**config.mk**
```make
export PLATFORM = sky130hd
export DESIGN_NAME = rc4_ksa_sequencer
export DESIGN_NICKNAME = d
export VERILOG_FILES = /design/src/rtl/rc4_pkg.sv /design/src/rtl/rc4_ksa_sequencer.sv
export SDC_FILE = /design/constraint.sdc
export NUM_CORES = 1
export LEC_CHECK = 0
export CORE_UTILIZATION = 48
export CTS_CLUSTER_DIAMETER = 80
export DETAILED_ROUTE_END_ITERATION = 7
export HOLD_SLACK_MARGIN = 0.02
export PLACE_DENSITY = 0.76
export SYNTH_ARGS = -nofsm -noshare
export SYNTH_HDL_FRONTEND = slang
export SYNTH_SLANG_ARGS = --single-unit
```
**constraint.sdc**
```tcl
create_clock -name clk -period 3.22 [get_ports clk]
set_clock_uncertainty 0.15 [all_clocks]
set_input_delay 0.644 -clock clk [delete_from_list [all_inputs] [get_ports clk]]
set_output_delay 0.644 -clock clk [all_outputs]
set_load 0.01 [all_outputs]
```
**src/rtl/rc4_pkg.sv**
```systemverilog
// rtl/rc4_pkg.sv - shared RC4 types and constants for the KSA and later PRGA stages
package rc4_pkg;

  localparam int S_SIZE  = 256;
  localparam int KEY_LEN = 3;
  localparam int KEY_W   = 24;

  typedef logic [7:0] byte_t;

  typedef enum logic [3:0] {
    IDLE,
    INIT,
    RD_I,
    WT_I,
    CALC_J,
    RD_J,
    WT_J,
    WR_I,
    WR_J,
    DONE
  } state_t;

endpackage

```
**src/rtl/rc4_ksa_sequencer.sv**
```systemverilog
// rtl/rc4_ksa_sequencer.sv - drives s_memory through identity fill and the RC4 key-scheduling swap loop
module rc4_ksa_sequencer
  import rc4_pkg::*;
(
  input  logic             clk,
  input  logic             reset_n,
  input  logic             start,
  input  logic [KEY_W-1:0] secret_key,
  input  byte_t            q,
  output byte_t            address,
  output byte_t            data,
  output logic             wren,
  output logic             busy,
  output logic             done
);

  state_t           state_q, state_d;
  byte_t            i_q, i_d;
  byte_t            j_q, j_d;
  byte_t            si_q, si_d;
  byte_t            sj_q, sj_d;
  logic [KEY_W-1:0] key_q, key_d;
  logic [1:0]       kidx_q, kidx_d;
  byte_t            key_byte;

  localparam byte_t I_LAST = byte_t'(S_SIZE - 1);
  localparam logic [1:0] KIDX_LAST = 2'(KEY_LEN - 1);

  // kidx tracks i mod 3 alongside i so no divider is needed
  always_comb begin
    key_byte = key_q[23:16];
    case (kidx_q)
      2'd1:    key_byte = key_q[15:8];
      2'd2:    key_byte = key_q[7:0];
      default: key_byte = key_q[23:16];
    endcase
  end

  always_comb begin
    state_d = state_q;
    i_d     = i_q;
    j_d     = j_q;
    si_d    = si_q;
    sj_d    = sj_q;
    key_d   = key_q;
    kidx_d  = kidx_q;
    address = '0;
    data    = '0;
    wren    = 1'b0;
    busy    = 1'b1;
    done    = 1'b0;
    case (state_q)
      IDLE: begin
        busy = 1'b0;
        if (start) begin
          key_d   = secret_key;
          i_d     = '0;
          j_d     = '0;
          kidx_d  = '0;
          state_d = INIT;
        end
      end
      INIT: begin
        address = i_q;
        data    = i_q;
        wren    = 1'b1;
        i_d     = i_q + 8'd1;
        if (i_q == I_LAST) state_d = RD_I;
      end
      RD_I: begin
        address = i_q;
        state_d = WT_I;
      end
      WT_I: begin
        address = i_q;
        si_d    = q;
        state_d = CALC_J;
      end
      CALC_J: begin
        j_d     = j_q + si_q + key_byte;
        state_d = RD_J;
      end
      RD_J: begin
        address = j_q;
        state_d = WT_J;
      end
      WT_J: begin
        address = j_q;
        sj_d    = q;
        state_d = WR_I;
      end
      WR_I: begin
        address = i_q;
        data    = sj_q;
        wren    = 1'b1;
        state_d = WR_J;
      end
      // when i==j this second write lands on the same word with the same value
      WR_J: begin
        address = j_q;
        data    = si_q;
        wren    = 1'b1;
        if (i_q == I_LAST) begin
          state_d = DONE;
        end else begin
          i_d     = i_q + 8'd1;
          kidx_d  = (kidx_q == KIDX_LAST) ? 2'd0 : kidx_q + 2'd1;
          state_d = RD_I;
        end
      end
      DONE: begin
        done    = 1'b1;
        state_d = IDLE;
      end
      default: state_d = IDLE;
    endcase
  end

  always_ff @(posedge clk) begin
    if (!reset_n) begin
      state_q <= IDLE;
      i_q     <= '0;
      j_q     <= '0;
      si_q    <= '0;
      sj_q    <= '0;
      key_q   <= '0;
      kidx_q  <= '0;
    end else begin
      state_q <= state_d;
      i_q     <= i_d;
      j_q     <= j_d;
      si_q    <= si_d;
      sj_q    <= sj_d;
      key_q   <= key_d;
      kidx_q  <= kidx_d;
    end
  end

endmodule
```
== After elaboration in Yosys (flattened, before gate mapping) ==
Cells that the tools add are included.
Widths: inputs -> output; s select.

* Bits in registers: 62
* Output and inout port bits: 19

* Add/sub/neg operators: 4
* Equality and inequality tests: 15
* Multiplexer cells: 18
* Reduce and logical (&&, ||, !) cells: 12

{| class="wikitable"
|+ Operators with widths
! operator !! number
|-
| $pmux 8 s2 || 3
|-
| $pmux 8 s3 || 2
|-
| $pmux 4 s9 || 1
|-
| $add 8x8->8 || 2
|-
| $eq 4x3->1 const B || 4
|-
| $mux 8 || 2
|-
| $mux 4 || 3
|-
| $add 8x1->8 const B || 1
|-
| $eq 4x2->1 const B || 2
|-
| $eq 4x4->1 const B || 2
|-
| $eq 8x8->1 const B || 1
|-
| $mux 2 || 3
|-
| $ne 2x2->1 const B || 3
|-
| $reduce_and 2->1 || 3
|-
| $reduce_and 3->1 || 2
|-
| $reduce_or 3->1 || 2
|-
| $eq 4x1->1 const B || 1
|-
| $logic_not 4->1 || 1
|-
| $pmux 2 s2 || 1
|-
| $reduce_bool 2->1 || 2
|-
| $reduce_or 4->1 || 1
|-
| $mux 1 || 3
|-
| $reduce_bool 3->1 || 1
|-
| $add 2x1->2 const B || 1
|-
| other kinds (2) || 2
|}

== Longest topological paths before layout ==
Gate-level depths: netlist of the first run.

* Depth after elaboration: 4
* Depth in mapped cells: 14

== Worst setup path before layout of the first run ==
No wires, ideal clock.

* Path type: reg-to-reg
* Start point: register kidx_q[0]
* End point: register j_q[7]
* Data arrival time: 3.111 ns
* Path slack: -0.163 ns
* Cell stages (with the launch flop): 15
* Path buffers: 2
* Cells stage by stage: dfxtp_1 inv_1 ha_1 clkbuf_1 clkbuf_1 a21oi_1 fa_1 ha_1 inv_1 fa_1 nand2b_1 a21oi_1 o21ai_0 nor4b_1 a221o_1

* Cells in the longest elaborated chain, start to end: 4
* Elaborated cells on any way between the ends: 5
* Classes of those cells: add/sub (1); eq/ne (2); mux (2)

{| class="wikitable"
|+ Ends and longest elaborated chain
! element !! line !! RTL
|-
| from (decl) || rc4_ksa_sequencer.sv:23 || <nowiki>logic [1:0] kidx_q, kidx_d;</nowiki>
|-
| from (signal assigned) || rc4_ksa_sequencer.sv:135 || <nowiki>kidx_q <= kidx_d;</nowiki>
|-
| $eq 2x2->1 or $eq 2x1->1 (tied branches) || rc4_ksa_sequencer.sv:32 || <nowiki>case (kidx_q)</nowiki>
|-
| $pmux 8 s2 (*) || rc4_ksa_sequencer.sv:32 ||
|-
| $add 8x8->8 (*) || rc4_ksa_sequencer.sv:80 || <nowiki>j_d = j_q + si_q + key_byte;</nowiki>
|-
| $pmux 8 s2 (*) || rc4_ksa_sequencer.sv:52 || <nowiki>case (state_q)</nowiki>
|-
| to (signal assigned) || rc4_ksa_sequencer.sv:131 || <nowiki>j_q <= j_d;</nowiki>
|-
| to (decl) || rc4_ksa_sequencer.sv:19 || <nowiki>byte_t j_q, j_d;</nowiki>
|}

Mark *: on every way between the ends. The rest lies on a longest branch, timed or not.
A chain may end at the register's enable or synchronous reset.

== Worst setup path in the final report of the first run ==
* Start point: register state_q[1]
* End point: output address[0]

* Cells in the longest elaborated chain, start to end: 3
* Elaborated cells on any way between the ends: 10
* Classes of those cells: eq/ne (7); mux (1); reduce/logical (2)

{| class="wikitable"
|+ Ends and longest elaborated chain
! element !! line !! RTL
|-
| from (decl) || rc4_ksa_sequencer.sv:17 || <nowiki>state_t state_q, state_d;</nowiki>
|-
| from (signal assigned) || rc4_ksa_sequencer.sv:129 || <nowiki>state_q <= state_d;</nowiki>
|-
| $eq 4x1->1 (tied with other cells) || rc4_ksa_sequencer.sv:52 ||
|-
| $reduce_or 4->1 (no line) or $reduce_or 3->1 (tied branches) || -- ||
|-
| $pmux 8 s2 (*) || rc4_ksa_sequencer.sv:52 ||
|-
| to (decl) || rc4_ksa_sequencer.sv:10 || <nowiki>output byte_t address,</nowiki>
|}

Marks and branches as above.

==> results of run 1 <==
==> power by group through the flow <==
stage	Combinational, mW	Sequential, mW	Clock (mW)
6_report	0.325	0.853	0.765
5_1_grt	0.359	0.858	0.806
4_1_cts	0.314	0.850	0.767
3_5_place_dp	0.309	0.867	0
3_3_place_gp	0.303	0.868	0
2_1_floorplan	0.209	0.845	0
==> through the flow <==
step,area [µm²],worst slack (ps),std cells,hold WS [ps]
floorplan,3370,38.4,390,290
global placement,4000,99.5,526,308
detailed placement,4000,-33.7,526,309
CTS,4240,12.2,542,318
global route,4320,9.39,542,346
finish,4320,73.2,542,315
==> registers in the layout, indices dropped and copies added (netlist names) <==
register,flops
state_q,4
si_q,8
kidx_q,2
sj_q,8
j_q,8
i_q,8
key_q,24
==> cell type report <==
type	count	area, µm²	share of cell area (%)
Clock buffer	10	138	3.19
Clock inverter	6	85.1	1.97
Inverter	18	67.6	1.56
Multi-Input combinational cell	285	2040	47.3
Sequential cell	62	1240	28.8
Tap cell	96	120	2.78
Timing Repair Buffer	65	621	14.4
==> timing repair <==
action / 4_1_cts / 5_1_grt
buffers inserted: 0 / 0
gates resized for setup: 5 / 17
endpoints found under the setup margin: 2 / 3
==> logic make-up after synthesis <==
group	after synthesis	synth area share, %
compound gates	89	19.3
mux	16	4.76
buf+inv	43	5.43
xor+xnor	12	3.12
flops	62	36.9
simple gates	150	22.0
fa+ha+maj	18	8.48
==> cells in the mapped netlist, types with 3 or more instances <==
library cell	number
and2_1	4
a21boi_0	27
nor3b_1	3
nor2b_1	19
dfxtp_1	62
clkbuf_1	18
a22oi_1	8
xnor2_1	10
or3_1	3
ha_1	10
nand4_1	3
nor3_1	5
a211oi_1	4
a21oi_1	12
fa_1	8
a22o_1	8
inv_1	18
o21ai_0	11
nand2_1	63
nand2b_1	5
nor2_1	20
nand3_1	11
buf_2	5
a222oi_1	8
nor4_1	5
mux2i_1	16
a21boi_1	3
==> final timing paths <==
path / from / end / slack, ps / depth (start not counted)
max: state_q[1]$_SDFFE_PN0P_ / address[0] / 70 / 4
min: key_q[19]$_SDFFE_PN0P_ / key_q[19]$_SDFFE_PN0P_ / 310 / 2
max reg2reg: kidx_q[0]$_SDFFE_PN0P_ / j_q[7]$_SDFFE_PN0P_ / 110 / 12
min reg2reg: key_q[19]$_SDFFE_PN0P_ / key_q[19]$_SDFFE_PN0P_ / 310 / 2
==> layer usage <==
metal | track usage, % | vias to the layer above | wire length, µm
li1 | - | 1460 | -
met1 | 32.2 | 1454 | 3780
met2 | 41.4 | 114 | 4170
met3 | 3.75 | 18 | 487
met4 | 10.8 | 0 | 176
met5 | 0 | - | 0
==> tightest hold or removal path, delay by kind of cell, from the launching register on <==
kind | cells | cell delay, ps
flops | 1 | 310
compound gates | 1 | 60
simple gates | 1 | 50
==> layout by cell type, fill, tap and decap left out, drive strengths merged, types with 2 or more instances in the layout <==
cell type	Yosys	final
a21boi	30	30
a22oi	8	8
buf	7	12
clkinv	0	2
a22o	8	8
o21ai	11	11
nand2	63	63
nor3b	3	3
nand2b	5	5
nor3	6	6
mux2i	16	16
fa	8	8
clkdlybuf4s50	0	53
nor2b	19	19
nor2	22	22
inv	18	18
or3	3	3
a211oi	4	4
clkbuf	18	10
and2	4	4
nor4b	2	2
xnor2	10	10
bufinv	0	2
dfxtp	62	62
a222oi	8	8
nand4	3	3
xor2	2	2
nor4	5	5
a21oi	12	12
nand3	11	11
or4b	2	2
ha	10	10
clkinvlp	0	2
==> metrics.cfg, run 1 <==
[timing]
final-hold-violation-count=0
slew_headroom_pct=47.8
finalCriticalPeriod_ps=3150
fin_crit_sh_pct=97.7
drv_slew=0
tightest_slew_ps=776
finalSetupViolCount=0
rsz0062_at_grt=no
fmax_mhz=318
tns_ps=0

[die]
start_util_pct=49.5
die_area_um2=7350
rows=30
core_um2=6790
die_w_um=85.7
die_height_um=85.7
ioPinCount=54

[yosys]
yosys.cell_types.count=44
netlist_top_cells_area=dfxtp_1, nand2_1, a21boi_0, fa_1, mux2i_1
synth.largest_area_cell=dfxtp_1
yosysTopAreaCellShare_pct=36.9
ys_seq_area_share_pct=36.9
synthArstFlopShare_pct=0
synth_edf_count=0
netlist_instances=390
synth_seq_cells=62
syn_area_um2=3360
synthFlopType=dfxtp_1
ys_warn_count=0
synth_nets=443
syn_area_per_cell_um2=8.63

[pwr]
pwr-share-clk_pct=39.4
irDropWorstVdd_uv=285
power.switching_uw=531
switching_share_pct=27.3
power.internal_mw=1.41
p_total_mw=1.94
power_density_nw_per_um2=450
seqPwrFrac_pct=43.9
p_comb_share_pct=16.7
leakagePower_nw=1.56

[clocking]
clkSinkCount=62
hold_buffers=0
root_buffer=clkbuf_8
cts_max_level=3
insertion_delay_ps=350
cts_tree=built
cts_buffer_depth=2
clkTransAtPathRegs_ps=70
numCtsBuffers=9

[layout]
nets=494
final_util_pct=63.6
area_delta_synth_final_pct=28.3
fillers=569
antenna_cells=0
drive_gt1_share_pct=11.2

[worst_setup_path]
critPathTopFamily=simple AND/OR/NAND/NOR gates
critical_path.max_fanout=13
cp_slowest_cell=or4b_4
cp.required_ps=2430
worst-path-buf-inv=1
endpoint_kind=output pin
critical-path-max-stage-delay_ps=640
critPathLaunchType=flop
worstPathCellList=or4b_4 > nand2_2 > a22o_1 > clkdlybuf4s50_1
worstPathArrival_ps=2350
criticalPathCategory=reg2out

[global_route]
grt_pass1_vias=2946
grt_pass1_wl_um=14100
grt_max_degree=44
gr-total-overflow=0
grt_antenna_before_repair=0
track_usage_pct=24.9

[route]
post-route-drc-count=0
dr.pass1.iters=5
wl_per_cell_um=15.9
wl_um=8620
dr_total_vias=3046
viasPerCell=5.62
drtAntennaViolNets=0
drtIter0Drc=246

[hold_path]
hp-class=reg2reg

[status]
status=complete, no violations

[placed_design]
place.detailed.hpwl_um=5950
gp_congestion=0.890
numPortBuffers=53

[run]
maxCapViolations=0

No activity file was read; power rests on OpenSTA's default activity.
==> run 2, diff against run 1 <==
- RECOVER_POWER: not set -> 50
==> run 2 against run 1 <==
Compared with the run above:
- power about the same
- non-clock buffer count unchanged
- maximum frequency up 1.0%
- cell count unchanged
- combinational power about the same
- clock-buffer cell count unchanged
- sequential power about the same
- hold slack better by 3.4 ps
- global-route usage unchanged
- critical path depth unchanged
- die area unchanged
- largest cell class unchanged
- largest power group unchanged
==> metrics.cfg, run 2 (synthesized netlist as in run 1, its figures left out) <==
[layout]
mostFrequentLayoutCells=nand2_1, dfxtp_1, clkdlybuf4s50_1, a21boi_0, nor2_1  ; unchanged
nets=494  ; unchanged
drive_gt1_share_pct=10.8  ; was 11.2%
top_register=key_q  ; unchanged
area_delta_synth_final_pct=27.8  ; was 28.3%
final_common_cell=nand2_1  ; unchanged
largest_reg_flops=24  ; unchanged
layout.cells.non_filler=542  ; unchanged
antenna_cells=0  ; unchanged
final_util_pct=63.3  ; was 63.6%

[global_route]
track_usage_pct=24.9  ; unchanged
grt_max_degree=44  ; unchanged
grt_pass1_vias=2946  ; unchanged
grt_pass1_wl_um=14100  ; unchanged
grt_antenna_before_repair=0  ; unchanged
gr-total-overflow=0  ; unchanged

[timing]
fmax_mhz=321  ; was 318 MHz
fin_crit_sh_pct=96.7  ; was 97.7%
drv_slew=0  ; unchanged
tightest_slew_ps=1070  ; was 776 ps
rsz0062_at_grt=no  ; unchanged
slew_headroom_pct=28.3  ; was 47.8%
finalSetupViolCount=0  ; unchanged
setup_ws_ps=106  ; was 73.2 ps
finalCriticalPeriod_ps=3110  ; was 3150 ps
final-hold-violation-count=0  ; unchanged

[worst_setup_path]
criticalPathCategory=reg2out  ; unchanged
critical_path.max_fanout=13  ; unchanged
critPathLaunchType=flop  ; unchanged
cp.required_ps=2430  ; about the same
endpoint_kind=output pin  ; unchanged
worstPathArrival_ps=2320  ; was 2350 ps

[die]
rows=30  ; unchanged
start_util_pct=49.5  ; unchanged
ioPinCount=54  ; unchanged
die_area_um2=7350  ; unchanged
die_w_um=85.7  ; unchanged
core_um2=6790  ; unchanged
die_height_um=85.7  ; unchanged

[clocking]
cts_tree=built  ; unchanged
cts_max_level=3  ; unchanged
clkTransAtPathRegs_ps=70  ; about the same
root_buffer=clkbuf_8  ; unchanged
insertion_delay_ps=350  ; about the same
cts_buffer_depth=2  ; unchanged
numCtsBuffers=9  ; unchanged
postCtsSetupBuffers=0  ; unchanged
clkSinkCount=62  ; unchanged

[route]
dr_total_vias=3043  ; was 3046
drtAntennaViolNets=0  ; unchanged
drtIter0Drc=243  ; was 246
post-route-drc-count=0  ; unchanged
wl_um=8670  ; was 8620 µm
dr.pass1.iters=5  ; unchanged
viasPerCell=5.61  ; was 5.62
wl_per_cell_um=16.0  ; was 15.9 µm

[placed_design]
dpl.cell_count=526  ; unchanged
numPortBuffers=53  ; unchanged
preCtsSetupSlack_ps=-33.7  ; unchanged
gp_congestion=0.890  ; unchanged
place.detailed.hpwl_um=5950  ; unchanged

[hold_path]
hp-class=reg2reg  ; unchanged

[status]
status=complete, no violations  ; unchanged

[pwr]
irDropWorstVdd_uv=285  ; about the same
leakagePower_nw=1.54  ; was 1.56 nW
power_density_nw_per_um2=451  ; was 450 nW/µm²

[run]
maxCapViolations=0  ; unchanged

-- run 2: per-stage QoR --
stage          hold WS (ps)  TNS, ps  area [µm²]  power, mW
6_report                318        0        4300       1.94
5_1_grt                 350        0        4300       2.02
3_5_place_dp            309    -33.7        4000       1.18
4_1_cts                 318        0        4240       1.93
3_3_place_gp            308        0        4000       1.17
2_1_floorplan           290        0        3370       1.05
-- run 2: critical path, stage by stage (launching register included) --
cell and delay, ps:
dfxtp_1 450, or4b_4 620, nand2_2 180, a22o_1 170, clkdlybuf4s50_1 550
-- run 2: final timing paths --
check	from	to	slack, ps	depth (start not counted)
max	state_q[1]$_SDFFE_PN0P_	address[0]	110	4
min	key_q[19]$_SDFFE_PN0P_	key_q[19]$_SDFFE_PN0P_	320	2
max reg2reg	kidx_q[0]$_SDFFE_PN0P_	j_q[6]$_SDFFE_PN0P_	140	12
min reg2reg	key_q[19]$_SDFFE_PN0P_	key_q[19]$_SDFFE_PN0P_	320	2
-- run 2: metal layers --
layer | track usage, % | vias up | wire [µm] | share of wire (%)
met5 | 0 | - | 0 | 0
met4 | 10.8 | 0 | 163 | 1.9
met3 | 3.75 | 17 | 461 | 5.3
met2 | 41.4 | 102 | 4150 | 48
met1 | 32.2 | 1463 | 3890 | 45
li1 | - | 1461 | - | -
-- run 2: timing repair --
action | 4_1_cts | 5_1_grt
hold buffers | 0 | 0
setup endpoints to repair | 2 | 3
gates resized for setup | 5 | 17
-- run 2: where the power goes --
part	internal, mW	switching (mW)
clock network	0.454	0.312
logic	0.148	0.174
registers	0.808	0.0456
total	1.41	0.532
-- run 2: final cells by class --
class / instances / area [µm²]
Fill cell: 570 / 2490
Multi-Input combinational cell: 285 / 2030
Sequential cell: 62 / 1240
Timing Repair Buffer: 65 / 614
Clock buffer: 10 / 138
Tap cell: 96 / 120
Clock inverter: 6 / 85.1
Inverter: 18 / 67.6
==> run 3, diff against run 2 <==
- CORE_ASPECT_RATIO: not set -> 0.5
- RECOVER_POWER: 50 -> not set
==> run 3 against run 2 <==
Compared with the run above:
- sequential power hardly changed
- final area is 2.1% higher
- sequential cell count stayed put
- wire length is 2.4% lower
- utilization is 2.0 points higher
- first-iteration DRC count is 16% lower
- clock-buffer cell count is 1 higher
- maximum frequency is 1.3% higher
- power is 10% higher
- hold slack worse by 4.8 ps
- critical path type unchanged
- critical path depth stayed put
==> metrics.cfg, run 3 (synthesized netlist as in run 1, its figures left out) <==
[clocking]
clkSinkCount=62  ; unchanged
root_buffer=clkbuf_16  ; was clkbuf_8
hold_buffers=0  ; unchanged
cts_tree=built  ; unchanged
cts_buffer_depth=2  ; unchanged
numCtsBuffers=9  ; unchanged
cts_max_level=3  ; unchanged
clkTransAtPathRegs_ps=50  ; was 70 ps
insertion_delay_ps=330  ; was 350 ps
postCtsSetupBuffers=0  ; unchanged

[layout]
area_delta_synth_final_pct=30.5  ; was 27.8%
mostFrequentLayoutCells=nand2_1, dfxtp_1, clkdlybuf4s50_1, a21boi_0, nor2_1  ; unchanged
largest_reg_flops=24  ; unchanged
nets=494  ; unchanged
antenna_cells=0  ; unchanged
layout.cells.non_filler=538  ; was 542
final_common_cell=nand2_1  ; unchanged
top_register=key_q  ; unchanged
drive_gt1_share_pct=11.7  ; was 10.8%

[worst_setup_path]
reg2reg_depth=12  ; unchanged
critPathLaunchType=flop  ; unchanged
endpoint_kind=output pin  ; unchanged
reg2reg_to=j_q[6]$_SDFFE_PN0P_  ; unchanged
critical_path.max_fanout=13  ; unchanged
reg2reg_slack_ps=160  ; was 140 ps
critPathLaunch=state_q[1]$_SDFFE_PN0P_  ; unchanged
criticalPathCategory=reg2out  ; unchanged
worstPathArrival_ps=2280  ; was 2320 ps
rr_startpoint=kidx_q[1]$_SDFFE_PN0P_  ; was kidx_q[0]$_SDFFE_PN0P_
cp.required_ps=2430  ; about the same
crit_path_end=address[3]  ; was address[0]

[pwr]
leakagePower_nw=1.59  ; was 1.54 nW
irDropWorstVdd_uv=246  ; was 285 µV
switching_share_pct=26.4  ; was 27.4%
p_comb_share_pct=15.0  ; was 16.6%
seqPwrFrac_pct=39.8  ; was 44.0%
pwr-share-clk_pct=45.1  ; was 39.4%
power.internal_mw=1.58  ; was 1.41 mW
power.switching_uw=566  ; was 532 µW
power_density_nw_per_um2=489  ; was 451 nW/µm²

[status]
status=complete, no violations  ; unchanged

[route]
dr_total_vias=2982  ; was 3043
drtIter0Drc=203  ; was 243
post-route-drc-count=0  ; unchanged
drtAntennaViolNets=0  ; unchanged
viasPerCell=5.54  ; was 5.61
dr.pass1.iters=5  ; unchanged
wl_um=8460  ; was 8670 µm
wl_per_cell_um=15.7  ; was 16.0 µm

[timing]
tightest_slew_ps=791  ; was 1070 ps
final-hold-violation-count=0  ; unchanged
finalSetupViolCount=0  ; unchanged
finalCriticalPeriod_ps=3080  ; was 3110 ps
fmax_mhz=325  ; was 321 MHz
drv_slew=0  ; unchanged
tns_ps=0  ; unchanged
rsz0062_at_grt=no  ; unchanged
fin_crit_sh_pct=95.5  ; was 96.7%
slew_headroom_pct=47.1  ; was 28.3%

[die]
rows=21  ; was 30
die_area_um2=7370  ; was 7350 µm²
ioPinCount=54  ; unchanged
die_height_um=61.2  ; was 85.7 µm
start_util_pct=50.0  ; was 49.5%
core_um2=6730  ; was 6790 µm²
die_w_um=120  ; was 85.7 µm

[placed_design]
place.detailed.hpwl_um=6110  ; was 5950 µm
dpl.cell_count=522  ; was 526
gp_congestion=0.813  ; was 0.890
numPortBuffers=53  ; unchanged

[global_route]
gr-total-overflow=0  ; unchanged
track_usage_pct=24.7  ; was 24.9%
grt_antenna_before_repair=0  ; unchanged
grt_pass1_vias=2786  ; was 2946
grt_max_degree=27  ; was 44
grt_pass1_wl_um=13700  ; was 14100 µm

[hold_path]
min_delay_path_depth=2  ; unchanged
hp-class=reg2reg  ; unchanged

[run]
maxCapViolations=0  ; unchanged

==> run 3: cell types whose count changed in the layout (fill, tap and decap cells not counted), moves of 2 or more <==
cell,delta
ha_4,-2
clkbuf_16,+9
ha_2,+2
a21oi_1,-2
a21oi_2,+2
clkbuf_8,-9
==> run 3: metal layers <==
metal | vias to the layer above | routed length, µm | track usage, %
met5 | - | 0 | 0
met4 | 0 | 116 | 9.17
met3 | 13 | 412 | 5.93
met2 | 78 | 3850 | 41.1
met1 | 1435 | 4080 | 32.3
li1 | 1456 | - | -
==> run 3: worst min-delay path by stage <==
stage	from	to	slack, ps
final	key_q[5]$_SDFFE_PN0P_	key_q[5]$_SDFFE_PN0P_	310
after floorplan	key_q[22]$_SDFFE_PN0P_	key_q[22]$_SDFFE_PN0P_	290
after global routing	key_q[19]$_SDFFE_PN0P_	key_q[19]$_SDFFE_PN0P_	350
after CTS	key_q[4]$_SDFFE_PN0P_	key_q[4]$_SDFFE_PN0P_	320
after global placement	key_q[13]$_SDFFE_PN0P_	key_q[13]$_SDFFE_PN0P_	300
after detailed placement	key_q[4]$_SDFFE_PN0P_	key_q[4]$_SDFFE_PN0P_	310
==> run 3: worst max-delay path: stages (launching register included) <==
cell and delay (ps):
dfxtp_1 440, or4b_4 630, nand2_2 170, a22o_1 160, clkdlybuf4s50_1 550
==> run 3: power by group through the flow <==
| stage | Sequential, mW | Clock [mW] | Combinational (mW) |
|---|---|---|---|
| CTS | 0.852 | 0.986 | 0.318 |
| detailed placement | 0.868 | 0 | 0.312 |
| finish | 0.854 | 0.968 | 0.323 |
| global route | 0.858 | 1.01 | 0.361 |
| global placement | 0.866 | 0 | 0.302 |
| floorplan | 0.845 | 0 | 0.209 |
==> run 3: per-stage QoR <==
step           hold slack, ps  cell area, µm²  power, mW  util [%]  setup slack (ps)
2_1_floorplan             290            3370       1.05         -              38.4
3_3_place_gp              299            3990       1.17      59.3              68.8
3_5_place_dp              309            3990       1.18      59.3             -54.8
4_1_cts                   316            4320       2.16      64.3             -8.82
5_1_grt                   347            4390       2.23      65.3              28.8
6_report                  313            4390       2.14      65.3               145
==> run 3: layout make-up <==
cell class                 instances  area, µm²
tap                               92        115
clock buffer                      11        243
multi-input combinational        285       2040
inverter                          18       67.6
timing repair buffer              65        624
sequential                        62       1240
clock inverter                     5       58.8
fill                             611       2340
==> run 3: timing repair <==
action,CTS,global route
pin swaps,0,5
endpoints found under the setup margin,2,6
gates resized for setup,5,19
==> RTL change, RTL diff (flow settings as in run 3) <==
Put a register stage on the output `done`, with the module's reset. The value now appears one clock later. The other outputs are not delayed to match.
--- a/src/rtl/rc4_ksa_sequencer.sv
+++ b/src/rtl/rc4_ksa_sequencer.sv
@@ -13,6 +13,8 @@
   output logic             busy,
   output logic             done
 );
+
+  logic done_d;
 
   state_t           state_q, state_d;
   byte_t            i_q, i_d;
@@ -48,7 +50,7 @@
     data    = '0;
     wren    = 1'b0;
     busy    = 1'b1;
-    done    = 1'b0;
+    done_d  = 1'b0;
     case (state_q)
       IDLE: begin
         busy = 1'b0;
@@ -109,7 +111,7 @@
         end
       end
       DONE: begin
-        done    = 1'b1;
+        done_d  = 1'b1;
         state_d = IDLE;
       end
       default: state_d = IDLE;
@@ -136,4 +138,12 @@
     end
   end
 
+  always_ff @(posedge clk) begin
+    if (!reset_n) begin
+      done <= '0;
+    end else begin
+      done <= done_d;
+    end
+  end
+
 endmodule
Formal check against the unedited RTL: no difference found for any inputs over 10 cycles, from zero or initial values and one cycle with reset_n low; that may be too few to reach the edited logic, so the function may still have changed.
==> RTL change against run 3 <==
Power down 6.3%; sequential cell count up 1; final cell count up 9.9%; design area up 3.6%; wire length up 9.5%; global-route usage up 0.93 points; setup slack worse by 20 ps; first-iteration DRC count up 13%; area after synthesis up 4.2%; count of clock-buffer cells in the layout down 1; non-clock buffer count up 8; clock power up 0.5%.
==> RTL change: results (changes against run 3) <==
Outcome
  • Status: complete, no violations (unchanged)

Critical path
  • Critical path class: reg -> reg (was reg -> out)
  • Max incr delay on CP: 450 ps (was 630 ps)
  • Cells on worst reg2reg path: 13 (was 12)
  • Cell family with most CP delay: adder cells (was simple AND/OR/NAND/NOR gates)
  • Slowest CP cell: fa_1 (was or4b_4)
  • Reg-to-Reg Start: kidx_q[0] (was kidx_q[1])
  • CP startpoint: kidx_q[0] (was state_q[1])
  • Max FO, Critical Path: 9 (was 13)

Synthesis
  • Post-synthesis sequential area ratio: 0.360 (was 0.369)
  • Top cells by area, synth: dfxtp_1 36%, nand2_1 11%, a21boi_0 7.9%, a22oi_1 5.8%, fa_1 4.6% (was dfxtp_1 37%, nand2_1 7.0%, a21boi_0 6.0%, fa_1 4.8%, mux2i_1 4.8%)
  • Top cells by count, synth: 99 x nand2_1, 63 x dfxtp_1, 37 x a21boi_0 (was 63 x nand2_1, 62 x dfxtp_1, 27 x a21boi_0)

Layout
  • Multi-input logic area: 2130 µm² (was 2040 µm²)
  • Nets: 547 (was 494)
  • Layout area overhead: 29.7% (was 30.5%)
  • Clkbuf count: 10 (was 11)
  • Seq/total area: 0.278 (was 0.283)

Routing
  • Met2 routed WL: 4.06 mm (was 3.85 mm)
  • Met1 WL: 4.42 mm (was 4.08 mm)

Placed design
  • Dpl ws: -57.3 ps (was -54.8 ps)
  • Inst Count DP: 575 (was 522)
  • Post-DP HPWL: 6.54 mm (was 6.11 mm)
  • Routability-driven placement congestion ratio: 0.887 (was 0.813)

STA
  • Post-layout worst setup margin: 124 ps (was 145 ps)

Global route
  • First-pass GRT wire length: 14.8 mm (was 13.7 mm)
  • M3 GR Usage: 0.0630 (was 0.0593)
  • Largest net degree at the start of global routing: 65 (was 27)

Power
  • Peak supply drop: 0.276 mV (was 0.246 mV)
  • Leak pwr: 1.64 nW (was 1.59 nW)
  • Internal power: 1.53 mW (was 1.58 mW)

Worst hold path
  • Hold Crit Endpoint: si_q[6] (was key_q[5])
## RTL change: cell count changes in the layout (fill, tap and decap cells not counted), moves of 6 or more
cell and delta:
a222oi_1 -8, mux2i_1 -6, nand2_1 +37, buf_4 +8
inv_1 -6, a22o_1 -8, a21boi_0 +10, xnor2_1 -6
o21ai_0 +13, a21oi_1 +9, a22oi_1 +21
## RTL change: worst min-delay path, cell delays in order (launching register included)
cell,delay (ps)
dfxtp_1,300
nand2_1,50
a21boi_0,60
## RTL change: repair_timing
action                                  CTS  global route
pin swaps                                 0             1
gates cloned                              0             0
hold buffers                              0             0
resized for setup                         4            11
endpoints found under the setup margin    1             2
## RTL change: cells by family after synthesis
| group | Yosys count | synth area share |
|---|---|---|
| compound gates | 126 | 0.243 |
| xor+xnor | 6 | 0.0150 |
| simple gates | 176 | 0.228 |
| fa+ha+maj | 18 | 0.0813 |
| mux | 10 | 0.0285 |
| flops | 63 | 0.360 |
| buf+inv | 37 | 0.0446 |
